--- config.mk ---
export PLATFORM = sky130hd
export DESIGN_NAME = spp_scheduler
export DESIGN_NICKNAME = d
export VERILOG_FILES = /design/src/rtl/spp_scheduler.sv
export SDC_FILE = /design/constraint.sdc
export NUM_CORES = 1
export LEC_CHECK = 0
export ABC_AREA = 1
export CORE_MARGIN = 5
export CORE_UTILIZATION = 48
export DETAILED_ROUTE_END_ITERATION = 12
export PLACE_DENSITY = 0.82
export SYNTH_ARGS = -nofsm -noshare
export SYNTH_HDL_FRONTEND = slang
export SYNTH_SLANG_ARGS = --single-unit
--- constraint.sdc ---
create_clock -name clk -period 1.78 [get_ports clk]
set_input_delay 0.356 -clock clk [delete_from_list [all_inputs] [get_ports clk]]
set_output_delay 0.356 -clock clk [all_outputs]
set_load 0.03 [all_outputs]
--- src/rtl/spp_scheduler.sv ---
// spp_scheduler
//   Sequencing controller for the SPP stage. It runs CBS1 once. It then runs
//   three cascaded 5x5 max-pool passes per channel on a single shared pool
//   engine: m5 = pool(CBS1), m9 = pool(m5), m13 = pool(m9). Finally it runs
//   CBS2 over the concat. The block has no datapath; all handshakes are
//   one-cycle start pulses out and one-cycle done pulses in.
//
//   Optional feature: define SPP_SCHED_TIMEOUT_EN to bound every wait state
//   to TIMEOUT cycles. On expiry the controller returns to IDLE and raises a
//   sticky err flag. Without the macro, err is tied low and the wait states
//   wait indefinitely.
//
// Parameters
//   CH      channels produced by CBS1 (pool passes per stage), 1..2^CH_W
//   CH_W    width of the channel index
//   TIMEOUT maximum cycles spent in any wait state (timeout build only)
//
// Ports
//   clk, reset                 rising-edge clock, synchronous active-high reset
//   start                      begin a run (sampled only in IDLE)
//   abort                      synchronous cancel from any state
//   busy / done / err          status: not IDLE / end-of-run pulse / timeout
//   cbs1_start, cbs1_done      CBS1 handshake
//   pool_start, pool_done      pool engine handshake
//   pool_src_sel, pool_dst_sel pool buffers (0=CBS1,1=m5,2=m9,3=m13)
//   pool_ch                    channel being pooled
//   cbs2_start, cbs2_done      CBS2 handshake
module spp_scheduler #(
    parameter int CH      = 1,
    parameter int CH_W    = 8,
    parameter int TIMEOUT = 4096
) (
    input  logic            clk,
    input  logic            reset,
    input  logic            start,
    input  logic            abort,
    output logic            busy,
    output logic            done,
    output logic            err,
    output logic            cbs1_start,
    input  logic            cbs1_done,
    output logic            pool_start,
    input  logic            pool_done,
    output logic [1:0]      pool_src_sel,
    output logic [1:0]      pool_dst_sel,
    output logic [CH_W-1:0] pool_ch,
    output logic            cbs2_start,
    input  logic            cbs2_done
);

    localparam logic [2:0] S_IDLE   = 3'd0;
    localparam logic [2:0] S_CBS1   = 3'd1;
    localparam logic [2:0] S_CBS1_W = 3'd2;
    localparam logic [2:0] S_POOL   = 3'd3;
    localparam logic [2:0] S_POOL_W = 3'd4;
    localparam logic [2:0] S_CBS2   = 3'd5;
    localparam logic [2:0] S_CBS2_W = 3'd6;
    localparam logic [2:0] S_DONE   = 3'd7;

    localparam logic [CH_W-1:0] CH_LAST = CH_W'(CH - 1);

    if (CH < 1 || CH > (1 << CH_W) || TIMEOUT < 1) begin : g_param_check
        $error("spp_scheduler: illegal CH / CH_W / TIMEOUT");
    end

    logic [2:0]      state, state_nxt;
    logic [1:0]      pass, pass_nxt;
    logic [CH_W-1:0] ch, ch_nxt;
    logic            wait_hit;
    logic            in_pool;

    // Done pulses count only in the wait state that expects them.
    always_comb begin
        wait_hit = 1'b0;
        case (state)
            S_CBS1_W: wait_hit = cbs1_done;
            S_POOL_W: wait_hit = pool_done;
            S_CBS2_W: wait_hit = cbs2_done;
            default:  wait_hit = 1'b0;
        endcase
    end

`ifdef SPP_SCHED_TIMEOUT_EN
    localparam int                TO_W    = $clog2(TIMEOUT + 1);
    localparam logic [TO_W-1:0]   TO_LAST = TO_W'(TIMEOUT - 1);

    logic [TO_W-1:0] wait_cnt;
    logic            in_wait;
    logic            timed_out;
    logic            err_q;

    assign in_wait   = (state == S_CBS1_W) || (state == S_POOL_W) || (state == S_CBS2_W);
    // The wait counter holds TIMEOUT-1 during the TIMEOUT-th wait cycle.
    // A done pulse in that cycle is still accepted.
    assign timed_out = in_wait && !wait_hit && (wait_cnt == TO_LAST);

    // Wait states are always entered from a non-wait state, so clearing
    // outside them gives a zero count on every entry.
    always_ff @(posedge clk) begin
        if (reset || !in_wait) begin
            wait_cnt <= '0;
        end else begin
            wait_cnt <= wait_cnt + TO_W'(1);
        end
    end

    always_ff @(posedge clk) begin
        if (reset) begin
            err_q <= 1'b0;
        end else if (!abort) begin
            if (state == S_IDLE && start) begin
                err_q <= 1'b0;
            end else if (timed_out) begin
                err_q <= 1'b1;
            end
        end
    end

    assign err = err_q;
`else
    assign err = 1'b0;
`endif

    always_comb begin
        state_nxt = state;
        pass_nxt  = pass;
        ch_nxt    = ch;
        case (state)
            S_IDLE:   if (start) state_nxt = S_CBS1;
            S_CBS1:   state_nxt = S_CBS1_W;
            S_CBS1_W: begin
                if (wait_hit) begin
                    state_nxt = S_POOL;
                    pass_nxt  = 2'd1;
                    ch_nxt    = '0;
                end
            end
            S_POOL:   state_nxt = S_POOL_W;
            S_POOL_W: begin
                if (wait_hit) begin
                    if (ch != CH_LAST) begin
                        ch_nxt    = ch + CH_W'(1);
                        state_nxt = S_POOL;
                    end else if (pass != 2'd3) begin
                        pass_nxt  = pass + 2'd1;
                        ch_nxt    = '0;
                        state_nxt = S_POOL;
                    end else begin
                        pass_nxt  = '0;
                        ch_nxt    = '0;
                        state_nxt = S_CBS2;
                    end
                end
            end
            S_CBS2:   state_nxt = S_CBS2_W;
            S_CBS2_W: if (wait_hit) state_nxt = S_DONE;
            S_DONE:   state_nxt = S_IDLE;
            default:  state_nxt = S_IDLE;
        endcase
`ifdef SPP_SCHED_TIMEOUT_EN
        if (timed_out) begin
            state_nxt = S_IDLE;
            pass_nxt  = '0;
            ch_nxt    = '0;
        end
`endif
        if (abort) begin
            state_nxt = S_IDLE;
            pass_nxt  = '0;
            ch_nxt    = '0;
        end
    end

    always_ff @(posedge clk) begin
        if (reset) begin
            state <= S_IDLE;
            pass  <= '0;
            ch    <= '0;
        end else begin
            state <= state_nxt;
            pass  <= pass_nxt;
            ch    <= ch_nxt;
        end
    end

    assign in_pool      = (state == S_POOL) || (state == S_POOL_W);
    assign busy         = (state != S_IDLE);
    assign done         = (state == S_DONE);
    assign cbs1_start   = (state == S_CBS1);
    assign pool_start   = (state == S_POOL);
    assign cbs2_start   = (state == S_CBS2);
    assign pool_src_sel = in_pool ? (pass - 2'd1) : 2'd0;
    assign pool_dst_sel = in_pool ? pass : 2'd0;
    assign pool_ch      = in_pool ? ch : '0;

endmodule

== Yosys cells after proc, flatten, opt, wreduce, memory -nomap -nowiden ==
Cells that the tools add are included.
Word-level totals
  flip-flop bits (word level): 13
  input bits: 7
  output and inout port bits: 18
Operators by class
  equal/unequal tests: 13
  muxes and demuxes: 20
  reduce and logical (&&, ||, !) cells: 9
  $add $sub $neg: 3
Operator list (count)
  $mux W8: 4
  $pmux W3 S8: 1
  $mux W3: 6
  $pmux W8 S2: 1
  $eq A3 B3 Y1 const B: 4
  $mux W2: 6
  $ne A2 B2 Y1 const B: 6
  $add A8 B1 Y8 const B: 1
  $reduce_and A4 Y1: 2
  $reduce_bool A8 Y1: 1
  $eq A3 B2 Y1 const B: 2
  $pmux W2 S2: 1
  $eq A3 B1 Y1 const B: 1
  $logic_not A3 Y1: 1
  $pmux W1 S3: 1
  $reduce_and A3 Y1: 1
  $reduce_bool A3 Y1: 1
  $add A2 B1 Y2 const B: 1
  $reduce_bool A2 Y1: 1
  $reduce_or A2 Y1: 1
  $sub A2 B1 Y2 const B: 1
  $logic_or A1 B1 Y1: 1

== Depth between registers and ports, before layout ==
Gate-level depths: netlist of run 1.
  depth in word-level cells: 5
  depth in mapped cells: 9

== Worst setup path before layout of run 1 ==
Ideal clock, no wire load.
  path kind: register to output
  start point: register state[0]
  end point: output pool_ch[0]
  cell stages (with the launch flop): 6
  data required time: 1424 ps
  arrival: 1779 ps
  path slack: -355 ps
  cells stage by stage: dfxtp_1 nand2_1 nor2_1 nor2_2 buf_6 nor2_1
Between the ends
  word-level cells in the longest chain between the ends: 3
  elaborated cells on any way between the ends: 4
  those cells by class: 2 x eq/ne; 1 x mux; 1 x reduce/logical
RTL lines
  start: declaration: line 66  | logic [2:0] state, state_nxt;
  start signal: assignment: line 180  | state <= state_nxt;
  $eq A3 B2 Y1
  named net pool_start: line 42  | output logic pool_start,
  $logic_or A1 B1 Y1: line 186  | assign in_pool = (state == S_POOL) || (state == S_POOL_W);
  $mux W8: line 194  | assign pool_ch = in_pool ? ch : '0;
  end: declaration: line 46  | output logic [CH_W-1:0] pool_ch,
The timed path passes the listed nets, and every way through them passes these cells.

== Worst setup path after layout of run 1 ==
  start point: register state[1]
  end point: output pool_ch[2]
Between the ends
  word-level cells in the longest chain between the ends: 3
  elaborated cells on any way between the ends: 4
  those cells by class: 2 x eq/ne; 1 x mux; 1 x reduce/logical
RTL lines (line)
  $eq A3 B2 Y1 / $eq A3 B3 Y1 (equally long branches): 186
  $logic_or A1 B1 Y1 (*): 186
  $mux W8 (*): 194
Mark *: on every way between the ends. The rest lies on a longest branch, timed or not.

==> impl_metrics.json, run 1 <==
{
  "num_antenna_cells": 0,
  "initial_utilization_pct": 49.7,
  "synth_cell_types": 28,
  "synth-seq-area-share_pct": 27.0,
  "cts.sinks": 13,
  "p_sw_mw": 0.134,
  "layout-drive-gt1-share_pct": 35.4,
  "seqPwrFrac_pct": 54.3,
  "fin_skew_ps": 11.4,
  "timing.rr.start": "ch[0]",
  "area_growth_pct": 35.3,
  "fp.coreArea_um2": 1940,
  "cts-root-buf": "clkbuf_4",
  "yosys.area.top_type_share_pct": 27.0,
  "synth-edff-count": 0,
  "design_area_um2": 1310,
  "max_clock_freq_ghz": 0.593,
  "crit_type": "flip-flop to output pin",
  "start_kind": "flip-flop",
  "drc_errors": 0,
  "finalMaxSlewViolations": 0,
  "syn_area_per_cell_um2": 6.79,
  "synth_fp_nets": 152,
  "grt_max_degree": 11,
  "dpl_cell_area_um2": 1220,
  "fin_util_pct": 67.2,
  "place_worst_setup_slack_ps": 34.0,
  "io_pins": 25,
  "die_width_um": 54.8,
  "min_path_type": "flip-flop to flip-flop",
  "max-vdd-ir-drop_v": 0.000356,
  "fin_crit_sh_pct": 94.8,
  "power.density_nw_per_um2": 416,
  "holdWs_ps": 505,
  "synth_area_um2": 965,
  "grt_pass1_wl_um": 3910,
  "leakage_nw": 0.520,
  "cp_max_fo": 5,
  "ant_nets": 0,
  "synthFlopType": "dfxtp_1",
  "cts.htree.levels": 1,
  "worst_ep_required_time_ps": 1420,
  "hp-start": "pass[1]",
  "stdcell_count": 202,
  "cp_cell_sequence": "nor2_4 > nand2_4 > inv_4 > nor2_4 > buf_4 > nor2_2 > buf_4",
  "finalSetupViolCount": 0,
  "slowest_stage": "dfxtp_2",
  "cts_tree": "yes",
  "yosysWarnings": 0,
  "critical-path-top-delay-family": "buffers and inverters",
  "async_flop_share_pct": 0,
  "fp-row-count": 16,
  "layout.nets": 186,
  "fill_cells": 173,
  "ys_ff_latch": 13,
  "hpwlAfterDp_um": 1870,
  "viasPerCell": 4.96,
  "dieArea_um2": 3010,
  "insertion_delay_ps": 280,
  "cts_made_buffers": 3,
  "setup_slack_ps": 93.0,
  "p_total_mw": 0.542,
  "clkSlewWorstSetupHoldPaths_ps": 80,
  "synthTopCellsByArea": "dfxtp_1 27%, nor2_1 11%, nand2_1 7.8%",
  "first_iter_violations": 22,
  "place.gp.congestion": 0.868,
  "yosysTopAreaCell": "dfxtp_1",
  "cts_hold_buf": 0,
  "dr.pass1.iters": 4,
  "grt_pass1_vias": 897,
  "setup_tns_ps": 0,
  "comb_power_share_pct": 12.7,
  "antenna_found_initial": 0,
  "ys_top_cells_by_count": "28 x nor2_1, 20 x nand2_1, 19 x inv_1",
  "slowest_delay_ps": 350,
  "crit_arrival_ps": 1330,
  "path_buf_inv": 3,
  "wirelength_um": 2400,
  "grt.overflow.total": 0,
  "grt_use_total_pct": 18.3,
  "power_frac_clock_pct": 33.0,
  "maxCapViolCount": 0,
  "portBuffers": 23,
  "cts_max_path_buffers": 2,
  "syn_inst": 142,
  "sw_frac_of_total_pct": 24.7,
  "vias": 1001,
  "startpoint": "state[1]",
  "finalCriticalPeriod_ps": 1690,
  "routedWlPerCell_um": 11.9,
  "die_h_um": 54.8,
  "status": "complete, no violations",
  "synth.most_common_cell": "nor2_1",
  "hold_viol": 0,
  "endpoint_kind": "output pin",
  "cellInternalPower_mw": 0.408,
  "dp_cells": 194
}
[path summary, 6_finish.rpt]
kind,end,slack [ps],cells after the start
worst max register to register,state[1],210,9
worst min register to register,pass[1],500,2
worst max-delay path,pool_ch[2],90,7
worst min-delay path,pass[1],500,2
[state kept, by name, summed over array words and instances, names as in the netlist]
name	flops
state	3
pass	2
ch	8
[tightest hold or removal path, stage by stage (launching register included)]
cell	delay (ps)
dfxtp_1	340
nand2_1	70
a21oi_1	50
[logic make-up after synthesis]
| kind of cell | share of synthesized area (%) |
|---|---|
| AND/OR/NAND/NOR | 44.5 |
| buffers and inverters | 11.9 |
| AO/OA/AOI/OAI | 12.3 |
| flip-flops | 27.0 |
| adder cells (fa/ha/maj) | 3.89 |
| other | 0.389 |
[routing by layer]
layer	vias to the layer above	global-route usage, %	share of wire, %
met3	2	6.54	5.3
met2	24	30.1	51
met5	-	0	0
met1	448	21.9	43
met4	0	5.39	0.38
li1	527	-	-
[area by class of cell]
type	count	area, um2	share of cell area (%)
clock buffer	4	26.3	2.01
inverter	22	85.1	6.52
multi-input combinational	104	622	47.7
sequential	13	267	20.4
tap	27	33.8	2.59
timing repair buffer	32	272	20.8
[repair_timing]
action                     in CTS  in global routing
gates resized for setup         1                  6
pin swaps                       1                  2
setup endpoints to repair      12                 12
setup buffers                   2                  2
[power groups by stage]
stage	Combinational, mW	Clock, mW	Sequential (mW)
finish	0.0687	0.179	0.295
detailed placement	0.0677	0	0.301
floorplan	0.0376	0	0.303
global placement	0.0667	0	0.301
CTS	0.0685	0.187	0.294
global route	0.0745	0.208	0.295
[cell usage in the layout (no fill, tap or decap)]
cell type | Yosys | layout
nand2_2 | 1 | 2
nor2_1 | 28 | 20
clkbuf_1 | 0 | 1
conb_1 | 1 | 1
nand4_1 | 5 | 5
nor2_4 | 2 | 4
clkdlybuf4s50_1 | 0 | 6
clkbuf_4 | 0 | 3
o21ai_0 | 2 | 2
nor2_2 | 5 | 11
o21ai_2 | 1 | 1
nand3_1 | 6 | 6
dfxtp_4 | 0 | 1
nor3_1 | 8 | 8
buf_4 | 1 | 24
dfxtp_1 | 13 | 10
a21boi_0 | 1 | 1
nand2_4 | 2 | 2
inv_1 | 19 | 19
buf_6 | 2 | 1
o21ai_4 | 1 | 1
buf_12 | 0 | 1
inv_2 | 2 | 2
dfxtp_2 | 0 | 2
o21ai_1 | 1 | 1
o2111ai_1 | 1 | 1
nor3_2 | 2 | 2
a21oi_1 | 10 | 10
nand2_1 | 20 | 19
nand3_2 | 1 | 1
a211oi_2 | 1 | 1
inv_4 | 1 | 1
nand3_4 | 2 | 2
ha_1 | 3 | 3
Note: power is estimated with default switching activity, not from simulation.
==> run 2, diff against run 1 <==
==> constraint.sdc (replaced) <==
create_clock -name clk -period 1.65 [get_ports clk]
set_input_delay 0.33 -clock clk [delete_from_list [all_inputs] [get_ports clk]]
set_output_delay 0.33 -clock clk [all_outputs]
set_load 0.03 [all_outputs]
==> run 2 against run 1 <==
Compared with the run above:
- the flow now finishes with violations (setup timing)
- largest cell class unchanged
- critical endpoint is now pool_src_sel[1]
- clock skew fell by 2.9 ps
- first-iteration DRC count stayed put
- clock power increased by 8%
- global-route usage rose by 0.44 points
- utilization is 5.2 points higher
- clock-buffer cell count unchanged
- non-clock buffer count increased by 2
- setup slack worse by 110 ps
- sequential share of layout area decreased by 1.5 points
- routed wire length up 8.9%
- cell area increased by 7.7%
- die area stayed put
==> impl_metrics.json, run 2 (same netlist as run 1, synthesis figures left out) <==
{
  "cts_max_path_buffers": 2,
  "wirelength_um": 2610,
  "grt_pass1_wl_um": 4050,
  "max_clock_freq_ghz": 0.601,
  "cts_hold_buf": 0,
  "layout-drive-gt1-share_pct": 37.3,
  "layout.cells.most_common_list": "19 x inv_1, 19 x nand2_1, 18 x nor2_1",
  "finalMaxSlewViolations": 0,
  "fp-row-count": 16,
  "num_antenna_cells": 0,
  "failed_checks": "setup timing",
  "crit_arrival_ps": 1330,
  "finalSetupViolCount": 5,
  "cp_max_fo": 12,
  "dieArea_um2": 3010,
  "design_area_um2": 1410,
  "io_pins": 25,
  "crit_type": "flip-flop to output pin",
  "grt_setup_unrepaired": "true",
  "rrSetupSlack_ps": 190,
  "leakage_nw": 0.537,
  "grt_pass1_vias": 950,
  "routedWlPerCell_um": 12.8,
  "dp_cells": 198,
  "hpwlAfterDp_um": 1910,
  "stdcell_count": 204,
  "setup_slack_ps": -14.1,
  "power.density_nw_per_um2": 420,
  "largest_registers": "ch (8), state (3), pass (2)",
  "maxCapViolCount": 0,
  "start_kind": "flip-flop",
  "finalCriticalPeriod_ps": 1660,
  "setup_tns_ps": -29.1,
  "dr.pass1.iters": 4,
  "insertion_delay_ps": 280,
  "viasPerCell": 5.21,
  "cts.sinks": 13,
  "p_total_mw": 0.590,
  "endpoint_kind": "output pin",
  "fp.coreArea_um2": 1940,
  "ant_nets": 0,
  "die_h_um": 54.8,
  "die_width_um": 54.8,
  "initial_utilization_pct": 49.7,
  "grt.overflow.total": 0,
  "min_path_type": "flip-flop to flip-flop",
  "cts_tree": "yes",
  "area_growth_pct": 45.7,
  "fin_crit_sh_pct": 101,
  "vias": 1063,
  "worst_ep_required_time_ps": 1320,
  "cts.htree.levels": 1,
  "cts-root-buf": "clkbuf_4",
  "largest_reg_flops": 8,
  "dpl_cell_area_um2": 1250,
  "status": "finished with violations",
  "grt_use_total_pct": 18.7,
  "holdWs_ps": 506,
  "portBuffers": 23,
  "max_flop_register": "ch",
  "place.gp.congestion": 0.833,
  "hold_viol": 0,
  "fin_skew_ps": 8.49,
  "cts_made_buffers": 3,
  "drc_errors": 0,
  "first_iter_violations": 22,
  "antenna_found_initial": 0,
  "place_worst_setup_slack_ps": -31.6,
  "max-vdd-ir-drop_v": 0.000378,
  "fin_util_pct": 72.4,
  "grt_max_degree": 13,
  "clkSlewWorstSetupHoldPaths_ps": 80,
  "layout.nets": 188
}
-- run 2: changes by cell type in the layout (fill, tap and decap cells not counted), sizes merged --
cell	before	now
buf	26	28
-- run 2: cell type report --
type / instances / area [um2]
clock buffer: 4 / 26.3
fill: 160 / 537
inverter: 22 / 85.1
multi-input combinational: 104 / 662
sequential: 13 / 267
tap: 27 / 33.8
timing repair buffer: 34 / 332
-- run 2: worst paths after layout --
check / end / depth (start not counted) / start
min reg2reg: pass[1] / 2 / pass[1]
max reg2reg: ch[6] / 8 / ch[0]
max: pool_src_sel[1] / 7 / state[1]
min: pass[1] / 2 / pass[1]
-- run 2: power breakdown --
group          internal [mW]  total [mW]  switching [mW]
registers              0.314       0.317         0.00284
clock network         0.0938       0.194           0.101
logic                 0.0347      0.0789          0.0441
total                  0.443       0.590           0.147
-- run 2: layer usage --
layer	wire [um]	up-vias	track usage [%]
li1	-	531	-
met1	1050	480	22.7
met2	1370	48	31.7
met3	167	4	6.54
met4	31	0	3.32
met5	0	-	0
-- run 2: timing repair --
action                                  in CTS  in global routing
pin swaps                                    1                  3
resized for setup                            5                 23
endpoints found under the setup margin      14                 13
setup buffers                                1                  3
-- run 2: critical path: stages, from the launching register on --
cell and delay [ps]:
dfxtp_4 360, nor2_4 140, nand2_4 70, inv_4 60, nor2_4 30, buf_12 150
nor2_2 100, buf_6 140
==> run 3, diff against run 2 <==
--- a/config.mk
+++ b/config.mk
@@ -7,9 +7,10 @@
 export LEC_CHECK = 0
 export ABC_AREA = 1
 export CORE_MARGIN = 5
-export CORE_UTILIZATION = 48
+export CORE_UTILIZATION = 61
 export DETAILED_ROUTE_END_ITERATION = 12
-export PLACE_DENSITY = 0.82
+export DONT_BUFFER_PORTS = 1
+export PLACE_DENSITY = 0.8
 export SYNTH_ARGS = -nofsm -noshare
 export SYNTH_HDL_FRONTEND = slang
 export SYNTH_SLANG_ARGS = --single-unit
==> constraint.sdc (replaced) <==
create_clock -name clk -period 1.7 [get_ports clk]
set_input_delay 0.34 -clock clk [delete_from_list [all_inputs] [get_ports clk]]
set_output_delay 0.34 -clock clk [all_outputs]
set_load 0.03 [all_outputs]
==> run 3 against run 2 <==
Compared with the run above:
- the flow now finishes without violations
- combinational power is 27% lower
- final cell count shrank 12%
- clock skew is 6.5 ps higher
- highest routed layer unchanged
- worst hold slack lost 260 ps
- clock power is 7% higher
- setup slack improved by 30 ps
- cell area shrank 9.9%
==> impl_metrics.json, run 3 (same netlist as run 1, synthesis figures left out) <==
{
  "largest_registers": "ch (8), state (3), pass (2)",
  "maxCapViolCount": 0,
  "antenna_found_initial": 0,
  "hpwlAfterDp_um": 1870,
  "finalMaxSlewViolations": 0,
  "reg2reg_to": "ch[3]",
  "rrSetupSlack_ps": 180,
  "crit_arrival_ps": 1340,
  "grt_use_total_pct": 22.2,
  "crit_type": "flip-flop to output pin",
  "grt_max_degree": 11,
  "cts_hold_buf": 0,
  "die_h_um": 49.8,
  "fp.coreArea_um2": 1510,
  "startpoint": "state[1]",
  "ff2ff_path_depth": 8,
  "design_area_um2": 1270,
  "finalSetupViolCount": 0,
  "dieArea_um2": 2480,
  "cts.htree.levels": 1,
  "layout.cells.most_common_list": "20 x nor2_1, 19 x inv_1, 19 x nand2_1",
  "num_antenna_cells": 0,
  "dpl_cell_area_um2": 1080,
  "vias": 1035,
  "worst_ep_required_time_ps": 1360,
  "fin_skew_ps": 14.9,
  "layout-drive-gt1-share_pct": 34.8,
  "cts.sinks": 13,
  "cp_max_fo": 4,
  "met3_usage_pct": 6.33,
  "leakage_nw": 0.484,
  "grt_pass1_wl_um": 4380,
  "min_path_type": "primary input to flip-flop",
  "place.gp.congestion": 0.826,
  "status": "complete, no violations",
  "ant_nets": 0,
  "clkSlewWorstSetupHoldPaths_ps": 100,
  "grt_util_met2_pct": 35.4,
  "max-vdd-ir-drop_v": 0.000356,
  "p_total_mw": 0.572,
  "power.density_nw_per_um2": 452,
  "fin_crit_sh_pct": 99.0,
  "fill_cells": 97,
  "start_kind": "flip-flop",
  "largest_reg_flops": 8,
  "hold_viol": 0,
  "insertion_delay_ps": 290,
  "layout.nets": 175,
  "dr.pass1.iters": 4,
  "cts_made_buffers": 3,
  "die_width_um": 49.8,
  "cts_tree": "yes",
  "endpoint_kind": "output pin",
  "grt_pass1_vias": 989,
  "final_common_cell": "nor2_1",
  "hp-start": "reset",
  "initial_utilization_pct": 64.0,
  "wirelength_um": 2620,
  "first_iter_violations": 35,
  "io_pins": 25,
  "finalCriticalPeriod_ps": 1680,
  "max_flop_register": "ch",
  "area_growth_pct": 31.3,
  "max_clock_freq_ghz": 0.594,
  "use_met1_pct": 28.1,
  "cts-root-buf": "clkbuf_4",
  "viasPerCell": 5.75,
  "fp-row-count": 14,
  "timing.rr.start": "ch[0]",
  "globalRoute.busiestLayer": "met2",
  "grt.overflow.total": 0,
  "routedWlPerCell_um": 14.6,
  "grt_setup_unrepaired": "true",
  "cts_max_path_buffers": 2,
  "portBuffers": 0,
  "endpoint": "pool_ch[2]",
  "drc_errors": 0
}
[run 3: power by group]
group          internal, mW  switching [mW]
Clock                0.0910           0.117
Combinational        0.0193          0.0384
Sequential            0.303         0.00358
[run 3: cell type report]
class	instances	area (um2)	area share (%)
Multi-Input combinational cell	105	688	54.3
Clock buffer	4	26.3	2.08
Timing Repair Buffer	20	175	13.8
Tap cell	16	20.0	1.58
Inverter	22	85.1	6.72
Sequential cell	13	272	21.4
[run 3: stage by stage]
step	hold slack (ps)	utilization (%)	TNS (ps)	std cells	setup slack [ps]
floorplan	456	-	-36.0	142	-3.60
global placement	469	72.0	0	169	25.1
detailed placement	480	72.0	-88.9	169	-46.0
CTS	238	81.1	0	177	7.83
global route	280	84.1	-107	180	-22.5
finish	242	84.1	0	180	16.2
[run 3: how the worst min path moves through the flow]
| stage | slack, ps | cells past startpoint | endpoint |
|---|---|---|---|
| after global placement | 470 | 2 | pass[1] |
| after global routing | 280 | 3 | state[1] |
| final | 240 | 3 | state[1] |
| after CTS | 240 | 3 | state[1] |
| after floorplan | 460 | 2 | pass[1] |
| after detailed placement | 480 | 2 | pass[1] |
[run 3: critical path, stage by stage (launching register included)]
cell,delay [ps]
dfxtp_4,380
nor2_4,140
nand2_4,70
inv_4,80
nor2_4,60
buf_12,130
nor2_4,200
[run 3: what timing repair did]
action                                  in CTS  in global routing
resized for setup                           17                  3
setup buffers                                3                  3
gates cloned                                 1                  0
pin swaps                                    2                  3
endpoints found under the hold margin        0                  0
endpoints found under the setup margin      14                 11
[run 3: routing by layer]
layer	part of all wire, %	wire, um
met1	42	1090
met2	50	1300
met3	7.2	190
met4	1.6	42
met5	0	0
==> RTL edit, RTL diff (settings of run 1) <==
Register the inputs `cbs1_done`, `pool_done` and `cbs2_done` before use, without a reset. The logic sees them one clock later. The other inputs are not delayed to match.
--- a/src/rtl/spp_scheduler.sv
+++ b/src/rtl/spp_scheduler.sv
@@ -60,4 +60,14 @@
     localparam logic [CH_W-1:0] CH_LAST = CH_W'(CH - 1);
 
+    logic cbs1_done_q;
+    logic pool_done_q;
+    logic cbs2_done_q;
+
+    always_ff @(posedge clk) begin
+        cbs1_done_q <= cbs1_done;
+        pool_done_q <= pool_done;
+        cbs2_done_q <= cbs2_done;
+    end
+
     if (CH < 1 || CH > (1 << CH_W) || TIMEOUT < 1) begin : g_param_check
         $error("spp_scheduler: illegal CH / CH_W / TIMEOUT");
@@ -74,7 +84,7 @@
         wait_hit = 1'b0;
         case (state)
-            S_CBS1_W: wait_hit = cbs1_done;
-            S_POOL_W: wait_hit = pool_done;
-            S_CBS2_W: wait_hit = cbs2_done;
+            S_CBS1_W: wait_hit = cbs1_done_q;
+            S_POOL_W: wait_hit = pool_done_q;
+            S_CBS2_W: wait_hit = cbs2_done_q;
             default:  wait_hit = 1'b0;
         endcase
Behaviour: not the same (Yosys sat finds a counterexample within 4 cycles, from zero or initial values).
==> RTL edit against run 1 <==
Final area rose by 9.8%. Area after synthesis rose by 6.6%. Via count rose by 14%. Wire length rose by 10%. Sequential share of layout area rose by 2.5 points. Setup slack got worse by 0.033 ns. Sequential cell count rose by 3. Maximum frequency fell by 1.9%. Critical path type unchanged.
Power is not compared: it rests on default switching activity, and its combinational part moved more than twofold at a synthesized area within 25%.
==> RTL edit: results (changes against run 1) <==
logic_synthesis:
  synth_top_cells_by_count: "41 x nor2_1, 33 x nand2_1, 20 x inv_1, 18 x nand3_1, 16 x dfxtp_1"
  ys_seq_area_share_pct: 31.1  # +4.2 points
  synth.distinct_cells: 26  # -7.1%
  syn_avg_cell_area_um2: 6.27  # -7.7%
  yosys-top-cells-area: "dfxtp_1 31%, nor2_1 15%, nand2_1 12%"
cells_and_area:
  clock_area_share_pct: 2.53  # +0.52 points
  seq_cell_count: 16  # +3
  layout-drive-gt1-share_pct: 31.5  # -4.0 points
  fillers: 174  # +0.58%
  multi_input_area_share_pct: 45.2  # -2.4 points
  final_nets: 208  # +12%
  fin_area_um2: 1430  # +9.8%
  nMultiInputCombCells: 122  # +17%
drt:
  dr_wl_met3_um: 181  # +41%
  wl_met2_um: 1270  # +4.0%
  wl_met1_um: 1160  # +12%
  drt-initial-drc-count: 23  # +4.5%
worst_setup_path:
  rr_endpoint: "ch[5]"
  timing.critical_path.max_delay_family: "flip-flops"
  arrival_ns: 1.36  # +0.03 ns
  slowest_delay_ns: 0.37  # +0.02 ns
worst_hold_path:
  whs_endpoint: "cbs1_done_q"
  hold_path.class: "input pin to register"
global_routing:
  grt_pass1_vias: 1026  # +14%
  grt_pass1_wl_um: 4260  # +9.0%
  track_usage_pct: 16.7  # -1.5 points
  grtUsageMet1_pct: 20.8  # -1.1 points
placed_design:
  dp_slack_ns: 0.144  # +0.110 ns
  hpwl_um: 1920  # +2.8%
  dpl.cell_count: 215  # +11%
  placed_area_um2: 1290  # +5.7%
run_status:
  status: "completed"
-- RTL edit: cell count changes after synthesis, moves of 2 or more --
cell,before,now
a21oi_1,10,5
a21oi_2,0,2
dfxtp_1,13,16
nand2_1,20,33
nand2_2,1,3
nand3_1,6,18
nand3_4,2,0
nand4_1,5,1
nor2_1,28,41
nor2_2,5,1
nor3_1,8,4
nor3_2,2,0
xor2_1,0,2
-- RTL edit: logic make-up after synthesis --
family	synth area share, %
buffers and inverters	11.4
flip-flops	31.1
AO/OA/AOI/OAI	6.20
AND/OR/NAND/NOR	45.5
XOR/XNOR	1.70
other	0.365
adder cells (fa/ha/maj)	3.65
-- RTL edit: worst max-delay path by stage --
stage,slack [ns],startpoint,end
6_report,0.06,state[0],pool_src_sel[1]
3_3_place_gp,0.21,state[2],pool_dst_sel[1]
5_1_grt,-0.02,state[0],pool_ch[6]
2_1_floorplan,-0.00003,state[1],pool_ch[0]
3_5_place_dp,0.14,state[2],pool_ch[7]
4_1_cts,0.02,state[1],pool_ch[7]
